### src/rtl/inst_fetch_queue_pkg.sv
// Shared definitions for the instruction fetch queue: RV opcodes, immediate-format
// codes (also consumed by the immediate generator) and the queue entry layout.
package inst_fetch_queue_pkg;

  localparam logic [2:0] IMM_I    = 3'd0;
  localparam logic [2:0] IMM_S    = 3'd1;
  localparam logic [2:0] IMM_SB   = 3'd2;
  localparam logic [2:0] IMM_NONE = 3'd3;
  localparam logic [2:0] IMM_U    = 3'd4;
  localparam logic [2:0] IMM_UJ   = 3'd5;

  localparam logic [6:0] OP_IMM    = 7'b0010011;
  localparam logic [6:0] OP_LOAD   = 7'b0000011;
  localparam logic [6:0] OP_IMM_32 = 7'b0011011;
  localparam logic [6:0] OP_JALR   = 7'b1100111;
  localparam logic [6:0] OP_STORE  = 7'b0100011;
  localparam logic [6:0] OP_BRANCH = 7'b1100011;
  localparam logic [6:0] OP_LUI    = 7'b0110111;
  localparam logic [6:0] OP_AUIPC  = 7'b0010111;
  localparam logic [6:0] OP_JAL    = 7'b1101111;

  typedef struct packed {
    logic [31:0] inst;
    logic [63:0] pc;
    logic [2:0]  imm_sel;
    logic        illegal;
  } fq_entry_t;

  // Anything that is not a 32-bit encoding (low bits != 2'b11) is flagged.
  function automatic logic is_illegal(input logic [31:0] inst);
    return (inst[1:0] != 2'b11);
  endfunction

endpackage

### src/rtl/inst_fetch_queue_imm_sel_decode.sv
// Opcode to immediate-format decoder; purely combinational.
module imm_sel_decode
  import inst_fetch_queue_pkg::*;
(
  input  logic [6:0] opcode,
  input  logic       unused_tie,
  output logic [2:0] imm_sel
);

  // Map the major opcode onto the immediate-format code.
  always_comb begin
    imm_sel = IMM_NONE;
    case (opcode)
      OP_IMM, OP_LOAD, OP_IMM_32, OP_JALR: imm_sel = IMM_I;
      OP_STORE:                           imm_sel = IMM_S;
      OP_BRANCH:                          imm_sel = IMM_SB;
      OP_LUI, OP_AUIPC:                   imm_sel = IMM_U;
      OP_JAL:                             imm_sel = IMM_UJ;
      default:                            imm_sel = IMM_NONE;
    endcase
  end

endmodule

### src/rtl/inst_fetch_queue.sv
// Two-entry fetch-to-decode queue; immediate format and legality are resolved
// at enqueue so decode sees them straight from registers.
module inst_fetch_queue
  import inst_fetch_queue_pkg::*;
(
  input  logic        clk,
  input  logic        rst,
  input  logic        in_valid,
  output logic        in_ready,
  input  logic [31:0] in_inst,
  input  logic [63:0] in_pc,
  input  logic        flush,
  output logic        out_valid,
  input  logic        out_ready,
  output logic [31:0] out_inst,
  output logic [63:0] out_pc,
  output logic [2:0]  out_imm_sel,
  output logic        out_illegal
);

  fq_entry_t  mem_r [2];
  logic       wr_ptr_r;
  logic       rd_ptr_r;
  logic [1:0] count_r;

  logic       enq_s;
  logic       deq_s;
  logic [2:0] imm_sel_s;
  fq_entry_t  new_entry_s;

  imm_sel_decode u_imm_sel_decode (
    .opcode     (in_inst[6:0]),
    .unused_tie (1'b0),
    .imm_sel    (imm_sel_s)
  );

  assign in_ready    = (count_r < 2'd2);
  assign out_valid   = (count_r != 2'd0);
  assign out_inst    = mem_r[rd_ptr_r].inst;
  assign out_pc      = mem_r[rd_ptr_r].pc;
  assign out_imm_sel = mem_r[rd_ptr_r].imm_sel;
  assign out_illegal = mem_r[rd_ptr_r].illegal;

  // Handshake qualification and the entry to be written.
  always_comb begin
    enq_s               = in_valid && in_ready && !flush;
    deq_s               = out_valid && out_ready && !flush;
    new_entry_s.inst    = in_inst;
    new_entry_s.pc      = in_pc;
    new_entry_s.imm_sel = imm_sel_s;
    new_entry_s.illegal = is_illegal(in_inst);
  end

  // Queue storage, pointers and occupancy; reset beats flush beats handshakes.
  always_ff @(posedge clk) begin
    if (rst) begin
      for (int i = 0; i < 2; i++) begin
        mem_r[i].inst    <= 32'h0;
        mem_r[i].pc      <= 64'h0;
        mem_r[i].imm_sel <= IMM_NONE;
        mem_r[i].illegal <= 1'b0;
      end
      wr_ptr_r <= 1'b0;
      rd_ptr_r <= 1'b0;
      count_r  <= 2'd0;
    end else if (flush) begin
      wr_ptr_r <= 1'b0;
      rd_ptr_r <= 1'b0;
      count_r  <= 2'd0;
    end else begin
      if (enq_s) begin
        mem_r[wr_ptr_r] <= new_entry_s;
        wr_ptr_r        <= wr_ptr_r + 1'b1;
      end
      if (deq_s) begin
        rd_ptr_r <= rd_ptr_r + 1'b1;
      end
      case ({enq_s, deq_s})
        2'b10:   count_r <= count_r + 2'd1;
        2'b01:   count_r <= count_r - 2'd1;
        default: count_r <= count_r;
      endcase
    end
  end

endmodule

### config.mk
export PLATFORM = sky130hd
export DESIGN_NAME = inst_fetch_queue
export DESIGN_NICKNAME = d
export VERILOG_FILES = /design/src/rtl/inst_fetch_queue_pkg.sv /design/src/rtl/inst_fetch_queue_imm_sel_decode.sv /design/src/rtl/inst_fetch_queue.sv
export SDC_FILE = /design/constraint.sdc
export NUM_CORES = 1
export LEC_CHECK = 0
export BUFFER_PORTS_ARGS = -buffer_cell sky130_fd_sc_hd__buf_2
export CAP_MARGIN = 10
export CORE_ASPECT_RATIO = 0.7
export CORE_UTILIZATION = 60
export CTS_BUF_LIST = sky130_fd_sc_hd__clkbuf_8
export CTS_CLUSTER_SIZE = 20
export DETAILED_ROUTE_END_ITERATION = 16
export PLACE_DENSITY = 0.86
export SKIP_CTS_REPAIR_TIMING = 1
export SYNTH_ARGS = -nofsm -noshare
export SYNTH_HDL_FRONTEND = slang
export SYNTH_HIERARCHICAL = 1
export SYNTH_SLANG_ARGS = --single-unit
### constraint.sdc
create_clock -name clk -period 11.6 [get_ports clk]
set_clock_uncertainty 0.15 [all_clocks]
set_input_delay 0 -clock clk [delete_from_list [all_inputs] [get_ports clk]]
set_output_delay 0 -clock clk [all_outputs]
set_load 0.005 [all_outputs]
# Word-level counts from Yosys, hierarchy flattened
# Memory sizes are Yosys's and may differ from the RTL's. A register that Yosys moved wholly into a read port is not among the register bits.
# Index checks and enable logic that the tools add are counted.
[totals]
register_bits = 4
ramBits = 200
out_inout_bits = 102
mem_count = 1
[memory_table]
columns = ["name", "depth", "width", "rd", "rd_clocked_by_memory_dff", "wr", "line_no", "text"]
rows = [
  ["mem_r", 2, 100, 1, 1, 2, "inst_fetch_queue.sv:21", "fq_entry_t mem_r [2];"],
]
[classes]
add_sub_neg = 4
order_cmp = 1
n_eq_ne = 12
muxes = 13
n_reduce_logical = 11
[ops]
columns = ["cell", "count"]
rows = [
  ["$mux W100", 1],
  ["$reduce_or A100 Y1", 1],
  ["$eq A7 B5 Y1 const B", 3],
  ["$eq A7 B7 Y1 const B", 3],
  ["$pmux W3 S5", 1],
  ["$eq A7 B6 Y1 const B", 2],
  ["$mux W1", 10],
  ["$eq A7 B2 Y1 const B", 1],
  ["$logic_and A1 B1 Y1", 4],
  ["$pmux W2 S2", 1],
  ["$reduce_bool A2 Y1", 2],
  ["$reduce_or A2 Y1", 2],
  ["$reduce_or A4 Y1", 1],
  ["$add A1 B1 Y1 const B", 2],
  ["$add A2 B1 Y2 const B", 1],
  ["$eq A2 B1 Y1 const B", 1],
  ["$eq A2 B2 Y1 const B", 1],
  ["$lt A2 B2 Y1 const B", 1],
  ["$ne A2 B2 Y1 const B", 1],
  ["$sub A2 B1 Y2 const B", 1],
  ["$logic_not A1 Y1", 1],
]

# Longest topological paths before layout
[depth]
word_depth = 9
depth_mapped = 6
ltp_nobuf = 6

# Modules after synthesis
# Netlist, hierarchy kept.
[by_module_without_submodules]
columns = ["module", "instances", "cells_each", "area_each_um2", "seq_area_each_um2"]
rows = [
  ["inst_fetch_queue", 1, 567, 8857.2, 6105.9],
  ["imm_sel_decode", 1, 13, 102.6, 0.0],
]

# Worst setup path after synthesis
# No wires, ideal clock.
[synth_path]
path_kind = "reg-to-reg"
startpoint = "register count_r[1]"
endpoint = "memory mem_r[0][0] (netlist bit), enable pin"
setup_ps = 580
arrival_ps = 5507
t_required_ps = 10870
setup_slack_ps = 5363
path_stages_with_launch = 3
n_path_buf = 0
synth_period_minus_slack_ps = 6237
cell_sequence = "dfxtp_1 > or3b_2 > o21bai_1"
[synth_lines]
columns = ["item", "line_no", "text"]
rows = [
  ["start, declared", "inst_fetch_queue.sv:24", "logic [1:0] count_r;"],
  ["start signal, assigned", "inst_fetch_queue.sv:79", "2'b10: count_r <= count_r + 2'd1;"],
  ["start signal, assigned", "inst_fetch_queue.sv:80", "2'b01: count_r <= count_r - 2'd1;"],
  ["start signal, assigned", "inst_fetch_queue.sv:81", "default: count_r <= count_r;"],
  ["end, declared", "inst_fetch_queue.sv:21", ""],
]

==> impl_metrics.csv <==
group,metric,value,unit
sta,slew-limit-headroom,38.4,%
setup_path,endpoint_kind,"register",
clocking,path_clk_slew,0.07,ns
clocking,tritoncts,"yes",
setup_path,crit_path_top_delay_cell,"buf_4",
setup_path,path_cells,"nor4b_4, buf_4, and2b_2, buf_4, a21boi_1, dlygate4sd3_1",
run_status,status,"complete, no violations",
detailed_routing,wl_per_cell,18.4,um
setup_path,crit_buf_inv,3,
grt,antenna_found_initial,0,
placed_design,placed_area,10100,um2
clocking,insertion_delay,0.52,ns
run,maxCapViolCount,0,
floorplan,num_io_pins,203,
power_and_ir_drop,p_leak,0.00498,uW
grt,overflow,0,
setup_path,r2r_slack,7.96,ns
setup_path,worstReg2RegStart,"count_r[1]$_SDFFE_PP0P_",
sta,fin_ws,7.96,ns
power_and_ir_drop,powerDensity,134,nW/um2
clocking,cts_buffer_depth,3,
sta,slew_violations,0,
setup_path,r2r_cells,6,
setup_path,cpMostUsedCell,"buf_4",
finish,area_growth,30.8,%
sta,fin_crit_sh,31.4,%
power_and_ir_drop,peakVddDrop,0.0000965,V
detailed_routing,vias,5856,
setup_path,worst-setup-path-type,"register to register",
detailed_routing,wirelength,20300,um
grt,grt_pass1_vias,5569,
finish,finalNonFillerCells,1101,
clocking,cts_htree_levels,1,
floorplan,die_area,15400,um2
detailed_routing,drt-pass1-iter-count,5,
placed_design,io_buffers,202,
hold_path,min_to,"mem_r[0][78]$_SDFFCE_PN0P_",
clocking,cts_buffers,30,
finish,final_area,11700,um2
detailed_routing,drc,0,
detailed_routing,ant_nets,0,
setup_path,critPathArrivalTime,3.89,ns
finish,n_antenna_cell,0,
sta,hold_viol_final,0,
sta,worstMarginPinSlew,0.924,ns
placed_design,numPlacedInstances,940,
setup_path,critical-path-top-delay-family,"buffers and inverters",
clocking,cts.sinks,205,
floorplan,rows,36,
floorplan,core_area,14200,um2
logic_synthesis,synth.net_count,681,
grt,grt_usage,23.2,%
floorplan,initial_utilization,62.9,%
logic_synthesis,synth_cells,579,
setup_path,cp.required,11.85,ns
hold_path,hold_class,"input port to register",
grt,grt_pass1_wl,27900,um
setup_path,rr_endpoint,"mem_r[0][0]$_SDFFCE_PN0P_",
finish,drive_above_1_share,39.3,%
detailed_routing,vias_per_cell,5.32,
sta,tns,0,ns
placed_design,place_congestion,0.758,
hold_path,hold_depth,3,
finish,fin_nets,990,
logic_synthesis,synth_area,8960,um2
clocking,cts-root-buf,"clkbuf_8",
detailed_routing,first_iter_violations,361,
floorplan,die_w,148,um
floorplan,fp.dieH,104,um
logic_synthesis,synth_area_per_cell,15.5,um2
placed_design,dp_hpwl,11200,um
logic_synthesis,synth_warnings,6,
sta,grt_setup_unrepaired,"no",
setup_path,startpoint_type,"register",
grt,grt_max_degree,101,
sta,finalSetupViolCount,0,
setup_path,path_max_fanout,100,
hold_path,hp-start,"in_inst[10]",
placed_design,pre_cts_slack,8.10,ns
sta,finalCriticalPeriod,3.64,ns
setup_path,crit_path_max_incr_delay,0.67,ns
sta,clock.fmax,0.275,GHz
cell type report:
cell class	instances	area (um2)
Sequential cell	205	6110
Tap cell	190	238
Timing Repair Buffer	316	2130
Clock inverter	19	73.8
Fill cell	753	2520
Inverter	1	3.75
Clock buffer	36	495
Multi-Input combinational cell	334	2660
sequential cells by signal (all words and copies together) (netlist names), named ones only:
name / count
wr_ptr_r: 1
mem_r: 200
count_r: 2
rd_ptr_r: 1
tightest hold or removal path: stages:
cell and delay [ns]:
dlygate4sd3_1 0.51, buf_2 0.10, and2_1 0.11
report_power, final:
group / total (uW) / internal [uW] / switching [uW]
Clock: 542 / 279 / 262
Combinational: 154 / 82.1 / 71.6
Sequential: 869 / 857 / 12.5
layer usage:
| layer | routed length, um | track usage [%] | part of all wire [%] | up-vias |
|---|---|---|---|---|
| li1 | - | - | - | 2717 |
| met1 | 8070 | 29.5 | 40 | 2880 |
| met2 | 10600 | 39.3 | 52 | 215 |
| met3 | 1180 | 5.61 | 5.8 | 44 |
| met4 | 482 | 7.73 | 2.4 | 0 |
| met5 | 0 | 0 | 0 | - |
stage by stage:
stage                     util (%)  hold WS, ns  total power (uW)
after floorplan                  -       0.0482               946
after global placement        70.8        0.134               999
after detailed placement      70.8        0.140              1010
after CTS                     74.8       -0.425              1540
after global routing          82.3        0.136              1620
final                         82.3        0.143              1560
cells in the final DEF (no fill, tap or decap), drive strengths merged, types with 2 or more instances in the layout:
cell         count
dfxtp            5
o311ai           2
clkbuf          36
xor2             3
mux2           101
nand2b           4
a21boi           2
dlygate4sd3    106
nor2             3
and3            33
clkinv           9
a21o             2
and2           162
inv             11
nor3             4
edfxtp         200
nor4             2
buf            210
o21ai            2
worst max-delay path by stage:
stage	from	to	slack, ns	cells past startpoint
finish	count_r[1]$_SDFFE_PP0P_	mem_r[0][0]$_SDFFCE_PN0P_	7.96	6
detailed placement	count_r[1]$_SDFFE_PP0P_	mem_r[1][45]$_DFFE_PP_	8.10	4
global placement	count_r[1]$_SDFFE_PP0P_	mem_r[1][39]$_DFFE_PP_	8.26	4
CTS	count_r[1]$_SDFFE_PP0P_	mem_r[1][63]$_DFFE_PP_	8.08	4
global route	count_r[1]$_SDFFE_PP0P_	mem_r[0][0]$_SDFFCE_PN0P_	7.71	6
floorplan	count_r[1]$_SDFFE_PP0P_	mem_r[0][0]$_SDFFCE_PN0P_	5.36	2
Power figures use the tool's default switching activity.
